File: src/rtl/switch_word_loader.sv
// Builds a wide control word from board switches, one chunk per debounced button press,
// and commits it atomically once every chunk has been written since the last commit or clear.
module switch_word_loader #(
  parameter int CHUNK_W         = 8,
  parameter int NUM_CHUNKS      = 4,
  parameter int SEL_W           = 2,
  parameter int SW_WIDTH        = 10,
  parameter int DEBOUNCE_CYCLES = 50000
) (
  input  logic                          i_clk,
  input  logic                          i_reset_n,
  input  logic [SW_WIDTH-1:0]           i_sw,
  input  logic                          i_latch,
  input  logic                          i_auto_mode,
  input  logic                          i_clear,
  output logic [CHUNK_W*NUM_CHUNKS-1:0] o_word,
  output logic [CHUNK_W*NUM_CHUNKS-1:0] o_stage,
  output logic [NUM_CHUNKS-1:0]         o_mask,
  output logic [SEL_W-1:0]              o_ptr,
  output logic                          o_commit,
  output logic                          o_wr
);

  localparam int                WORD_W   = CHUNK_W * NUM_CHUNKS;
  localparam int                CNT_W    = $clog2(DEBOUNCE_CYCLES + 1);
  localparam logic [CNT_W-1:0]  CNT_LAST = CNT_W'(DEBOUNCE_CYCLES - 1);
  localparam logic [SEL_W-1:0]  PTR_LAST = SEL_W'(NUM_CHUNKS - 1);

  if (NUM_CHUNKS < 2)                  begin : g_chk_chunks $error("NUM_CHUNKS must be >= 2"); end
  if ((1 << SEL_W) < NUM_CHUNKS)       begin : g_chk_sel    $error("SEL_W too narrow");        end
  if (SW_WIDTH < CHUNK_W + SEL_W)      begin : g_chk_sw     $error("SW_WIDTH too narrow");     end
  if (DEBOUNCE_CYCLES < 1)             begin : g_chk_db     $error("DEBOUNCE_CYCLES < 1");     end

  logic [SW_WIDTH-1:0]   r_sw_s1, r_sw_s2;
  logic                  r_latch_s1, r_latch_s2;
  logic                  r_auto_s1, r_auto_s2;
  logic [CNT_W-1:0]      r_cnt;
  logic                  r_db, r_db_d;
  logic [WORD_W-1:0]     r_word, r_stage;
  logic [NUM_CHUNKS-1:0] r_mask;
  logic [SEL_W-1:0]      r_ptr;
  logic                  r_commit, r_wr;

  logic                  w_rise;
  logic [SEL_W-1:0]      w_idx;
  logic                  w_idx_ok;
  logic                  w_write;
  logic                  w_full;
  logic [CHUNK_W-1:0]    w_data;
  logic [NUM_CHUNKS-1:0] w_sel;

  // Switch bits above the data and select fields are synchronised but never consumed.
  if (SW_WIDTH > CHUNK_W + SEL_W) begin : g_unused
    logic w_unused_sw;
    assign w_unused_sw = ^r_sw_s2[SW_WIDTH-1:CHUNK_W+SEL_W];
  end

  always_ff @(posedge i_clk or negedge i_reset_n) begin
    if (!i_reset_n) begin
      r_sw_s1    <= '0;
      r_sw_s2    <= '0;
      r_latch_s1 <= 1'b0;
      r_latch_s2 <= 1'b0;
      r_auto_s1  <= 1'b0;
      r_auto_s2  <= 1'b0;
    end else begin
      r_sw_s1    <= i_sw;
      r_sw_s2    <= r_sw_s1;
      r_latch_s1 <= i_latch;
      r_latch_s2 <= r_latch_s1;
      r_auto_s1  <= i_auto_mode;
      r_auto_s2  <= r_auto_s1;
    end
  end

  // Any return of the synchronised button to the debounced level restarts the count.
  always_ff @(posedge i_clk or negedge i_reset_n) begin
    if (!i_reset_n) begin
      r_cnt  <= '0;
      r_db   <= 1'b0;
      r_db_d <= 1'b0;
    end else begin
      r_db_d <= r_db;
      if (r_latch_s2 == r_db) begin
        r_cnt <= '0;
      end else if (r_cnt == CNT_LAST) begin
        r_db  <= r_latch_s2;
        r_cnt <= '0;
      end else begin
        r_cnt <= r_cnt + CNT_W'(1);
      end
    end
  end

  always_comb begin
    w_rise   = r_db & ~r_db_d;
    w_idx    = r_auto_s2 ? r_ptr : r_sw_s2[CHUNK_W+SEL_W-1:CHUNK_W];
    w_idx_ok = 32'(w_idx) < NUM_CHUNKS;
    w_write  = w_rise & w_idx_ok & ~i_clear;
    w_full   = &r_mask;
    w_data   = r_sw_s2[CHUNK_W-1:0];
    w_sel    = '0;
    for (int i = 0; i < NUM_CHUNKS; i++) begin
      w_sel[i] = (w_idx == SEL_W'(i));
    end
  end

  // A full mask can only appear the cycle after a write, so commit and write never coincide.
  always_ff @(posedge i_clk or negedge i_reset_n) begin
    if (!i_reset_n) begin
      r_word   <= '0;
      r_stage  <= '0;
      r_mask   <= '0;
      r_ptr    <= '0;
      r_commit <= 1'b0;
      r_wr     <= 1'b0;
    end else begin
      r_wr     <= w_write;
      r_commit <= w_full & ~i_clear;
      if (i_clear) begin
        r_stage <= '0;
        r_mask  <= '0;
        r_ptr   <= '0;
      end else begin
        if (w_full) begin
          r_word <= r_stage;
          r_mask <= '0;
        end else if (w_write) begin
          r_mask <= r_mask | w_sel;
        end
        if (w_write) begin
          for (int i = 0; i < NUM_CHUNKS; i++) begin
            if (w_sel[i]) r_stage[i*CHUNK_W +: CHUNK_W] <= w_data;
          end
          if (r_auto_s2) r_ptr <= (r_ptr == PTR_LAST) ? '0 : r_ptr + SEL_W'(1);
        end
      end
    end
  end

  assign o_word   = r_word;
  assign o_stage  = r_stage;
  assign o_mask   = r_mask;
  assign o_ptr    = r_ptr;
  assign o_commit = r_commit;
  assign o_wr     = r_wr;

endmodule

File: config.mk
export PLATFORM = sky130hd
export DESIGN_NAME = switch_word_loader
export DESIGN_NICKNAME = d
export VERILOG_FILES = /design/src/rtl/switch_word_loader.sv
export SDC_FILE = /design/constraint.sdc
export NUM_CORES = 1
export LEC_CHECK = 0
export CAP_MARGIN = 20
export CORE_MARGIN = 2
export CORE_UTILIZATION = 30
export CTS_CLUSTER_SIZE = 10
export DETAILED_ROUTE_END_ITERATION = 6
export HOLD_SLACK_MARGIN = 0.05
export PLACE_DENSITY = 0.56
export SLEW_MARGIN = 20
export SYNTH_ARGS = -nofsm -noshare
export SYNTH_HDL_FRONTEND = slang
export SYNTH_SLANG_ARGS = --single-unit
File: constraint.sdc
create_clock -name i_clk -period 3.3 [get_ports i_clk]
set_input_delay 0.66 -clock i_clk [delete_from_list [all_inputs] [get_ports i_clk]]
set_output_delay 0.66 -clock i_clk [all_outputs]
set_load 0.02 [all_outputs]
Word-level counts from Yosys, hierarchy flattened. Cells that the tools add are included.

Flip-flop bits (word level): 114. Input port bits: 15. Output and inout port bits: 72. Logic and storage cells: 65.

Add/sub/neg operators: 2. Equality and inequality tests: 6. Multiplexer cells: 16. Bitwise operators: 7. Reduce and logical (&&, ||, !) cells: 16.

Operators by type and width (count): 32-bit 2-to-1 mux (2); 16-bit 2-to-1 mux (2); 8-bit 2-to-1 mux (4); 16-bit by 1-bit adder with 16-bit output (second input constant) (1); 16-bit equality test (second input constant) (1); 4-bit 2-to-1 mux (3); 2-bit AND reduction (6); 2-bit nonzero test (6); 2-bit 2-to-1 mux (5); 2-bit equality test (second input constant) (3); 5-bit AND reduction (1); 4-bit bitwise OR (1); 4-bit AND reduction (1); 1-bit AND (3); 1-bit NOT (3); 3-bit nonzero test (1); 2-bit by 1-bit adder with 2-bit output (second input constant) (1); 2-bit by 1-bit equality test with 1-bit output (second input constant) (1); 2-bit zero test (1); 1-bit equality test (1).

Longest topological paths before layout.
Depth in word-level cells: 6. Gate-level depth with buffers: 6. Mapped depth without buffers: 5.

Least setup slack after synthesis. OpenSTA, ideal clock, no wires.

Path kind: input port to flip-flop. Start point: input port i_clear. End point: register r_word[12] (netlist: o_word[12]). Setup time: 0.125 ns. Data arrival time: 1.709 ns. Required time: 3.175 ns. Setup slack: 1.467 ns. Cell stages on the path: 4. Path buffers: 2. Path through: clkbuf_1 -> nor2_1 -> buf_2 -> mux2_2.

Longest elaborated chain between the ends: 2.

Ends and longest elaborated chain: from (decl) (RTL line 15) `input logic i_clear,`; 1-bit NOT (no source line); 5-bit AND reduction (no source line); to (signal assigned) (RTL line 126) `r_word <= r_stage;`; to (decl) (RTL line 39) `logic [WORD_W-1:0] r_word, r_stage;`.

No other way between the ends. A chain may end at the register's enable or synchronous reset.

Worst setup path after layout.
Start point: register r_ptr[0] (netlist: o_ptr[0]). End point: output port o_ptr[0].

RTL lines: from (decl) (RTL line 41) `logic [SEL_W-1:0] r_ptr;`; from (signal assigned) (RTL line 135) `if (r_auto_s2) r_ptr <= (r_ptr == PTR_LAST) ? '0 : r_ptr + SEL_W'(1);`; to (decl) (RTL line 19) `output logic [SEL_W-1:0] o_ptr,`.

No word-level cell between the ends.

==> results.toml <==
[place]
dpl.hpwl_mm = 6.41
port_buffers = 86
place.gp.congestion = 0.748
dp_worst_setup_slack_ns = 1.12
dp.cells = 581

[sta]
timing.clock.skew_ns = 0.00485
transition_time_at_the_pin_with_the_least_slew_margin_ns = 0.723
final.setup.worst_slack_ns = 1.14
report.final.hold_viol_count = 0
final.setup.tns_ns = 0
slew_headroom_pct = 51.8
report.final.setup_viol = 0
slew_violations = 0
timing.final.crit_share_pct = 65.6
max_fclk_mhz = 462
grt_setup_unrepaired = "no"
finalWorstPathRequiredPeriod_ns = 2.16

[finish]
area_growth_syn_to_layout_pct = 39.6
post_route_cells_drive_above_1_share_pct = 17.8
fin_nets = 437
post_route_non_filler_standard_cell_count = 612
diodes = 0

[yosys]
netlist_top_cells_count = "114 x dfrtp_1, 49 x nor2_1, 33 x mux2_2"
synthMostInstantiatedCell = "dfrtp_1"
synth-edff-count = 0
postSynth.topFlopCell = "dfrtp_1"
count_of_unique_library_cells_instantiated_by_yosys = 34
yosysTopAreaCell = "dfrtp_1"
synth_seq_cells = 114
netlist_instances = 319
ys_async_sr_fraction_pct = 100
synthTopCellsByArea = "dfrtp_1 66%, mux2_2 8.6%, mux2i_1 7.4%"
synth-seq-area-share_pct = 66.0
number_of_nets_produced_by_synthesis = 336
synth_warnings = 0
yosys.area.top_type_share_pct = 66.0
syn_avg_cell_area_um2 = 13.5
synth_area_um2 = 4320

[setup_path]
crit_path_start_kind = "flip-flop"
cpMaxStageDelayCell = "clkdlybuf4s50_1"
critPathMaxStageDelay_ns = 0.65
cp-end-kind = "output pin"
criticalPathCategory = "flip-flop to output pin"
worst-endpoint-required_ns = 2.64
path_max_fanout = 8
critical_path_arrival_ns = 1.50
crit_path_cell_trace = "clkdlybuf4s50_1"
crit_family = "buffers and inverters"
worstPathBufferInverterCount = 1

[global_route]
grt.overflow.total = 0
grt_util_all_layers_pct = 13.4
first_global_vias = 2822
grt_pass1_wl_mm = 15.1
antenna_found_initial = 0
grt_max_degree = 57

[cts]
post_cts_hold_buffer_count = 0
htreeDepth = 4
tritoncts_clock_tree = "yes"
clk_transition_reported_paths_ns = 0.05
post_cts.repair.setup_buffers = 0
worst_skew_pair_later_pin_latency_ns = 0.41
cts_sinks = 114
ctsLongestPathBuffers = 2
cts_buf_count = 17
clock_root_buffer = "clkbuf_16"
post_cts_resize_count = 0

[status]
result_of_the_run = "finished clean"

[routing]
routed_antenna_nets = 0
drt_first_pass_iters = 4
wl_per_cell_um = 15.3
first_iter_violations = 82
drc = 0
routed-via-count = 2772
detail_route.vias_per_cell = 4.53
drt_wl_total_mm = 9.39

[job]
cap_viol_max_count = 0

[power_and_ir_drop]
vdd_drop_max_mv = 0.292
powerDensity_nw_per_um2 = 558
leakagePower_uw = 0.00279

[floorplanning]
die-area_um2 = 15400
floorplan.core_area_um2 = 14000
die_width_um = 124
initial_core_utilization_pct = 30.9
rows = 43
ios = 87
fp.dieH_um = 124

[hold_path]
hp-class = "primary input to async pin"
metal layers:
layer	part of all wire, %	vias to the layer above	routed length, µm	GRT usage [%]
met5	0	-	0	0
met4	1.9	0	175	7.23
met3	4.2	11	396	3.39
met2	47	75	4400	20.0
met1	47	1388	4410	17.8
li1	-	1298	-	-
state kept, by name, summed over array words and instances (netlist names), 2 cells and up:
register	cells
o_mask	4
o_ptr	2
o_stage	32
o_word	32
r_cnt	16
r_sw_s1	10
r_sw_s2	10
area by class of cell:
class                      instances  area (µm²)
fill                            1363        7960
inverter                           6        22.5
sequential                       114        2850
clock buffer                      22         484
clock inverter                     9         129
timing repair buffer              93         911
tap                              180         225
multi-input combinational        188        1410
power by group:
| group | leakage, µW | internal [µW] | total (µW) | switching, µW |
|---|---|---|---|---|
| Clock | 0.000298 | 1260 | 1870 | 607 |
| Sequential | 0.00154 | 1420 | 1430 | 16.2 |
| Combinational | 0.000959 | 24.1 | 67.6 | 43.4 |
path summary, 6_finish.rpt:
check,startpoint,end,slack (ns),cells past startpoint
setup / recovery,o_ptr[0]$_DFFE_PN0P_,o_ptr[0],1.14,1
setup reg to reg,r_cnt[0]$_DFF_PN0_,r_cnt[11]$_DFF_PN0_,1.55,5
max in group asynchronous,i_reset_n,o_word[26]$_DFFE_PN0P_,2.23,2
hold reg to reg,r_latch_s1$_DFF_PN0_,r_latch_s2$_DFF_PN0_,0.34,0
min in group i_clk,r_latch_s1$_DFF_PN0_,r_latch_s2$_DFF_PN0_,0.34,0
hold / removal,i_reset_n,o_stage[23]$_DFFE_PN0P_,0.32,1
cell usage in the layout (no fill, tap or decap), types with 3 or more instances in the layout:
master           synthesis  routed
nand2_1                  7       7
a21boi_0                 3       3
bufinv_16                0       3
nor2_1                  49      48
nor4_1                   3       3
buf_4                    0       8
mux2i_1                 32      32
clkbuf_8                 0       4
nor3b_1                  3       3
clkbuf_16                0      17
nor3_1                   5       5
inv_1                    6       6
o21ai_2                  3       3
xor2_1                   3       3
clkinv_2                 0       3
dfrtp_1                114     114
xnor2_1                 11      11
mux2_2                  33      33
clkdlybuf4s50_1          0      85
nand3_1                  7       7
a21oi_1                  4       4
nand4_1                  5       5
metrics by stage:
step / total power, µW / instance area [µm²] / util (%) / hold WS (ns)
2_1_floorplan: 1470 / 4320 / - / 0.331
3_3_place_gp: 1530 / 5420 / 38.7 / 0.334
3_5_place_dp: 1530 / 5420 / 38.7 / 0.335
4_1_cts: 3410 / 6030 / 43.1 / 0.340
5_1_grt: 3480 / 6030 / 43.1 / 0.350
6_report: 3370 / 6030 / 43.1 / 0.318
kinds of logic after synthesis:
family          share of synthesized area (%)
simple gates                             11.0
mux                                      16.0
buf+inv                                  1.62
flops                                    66.0
fa+ha+maj                               0.579
xor+xnor                                 2.84
compound gates                           1.94
(Power assumes the default switching activity.)
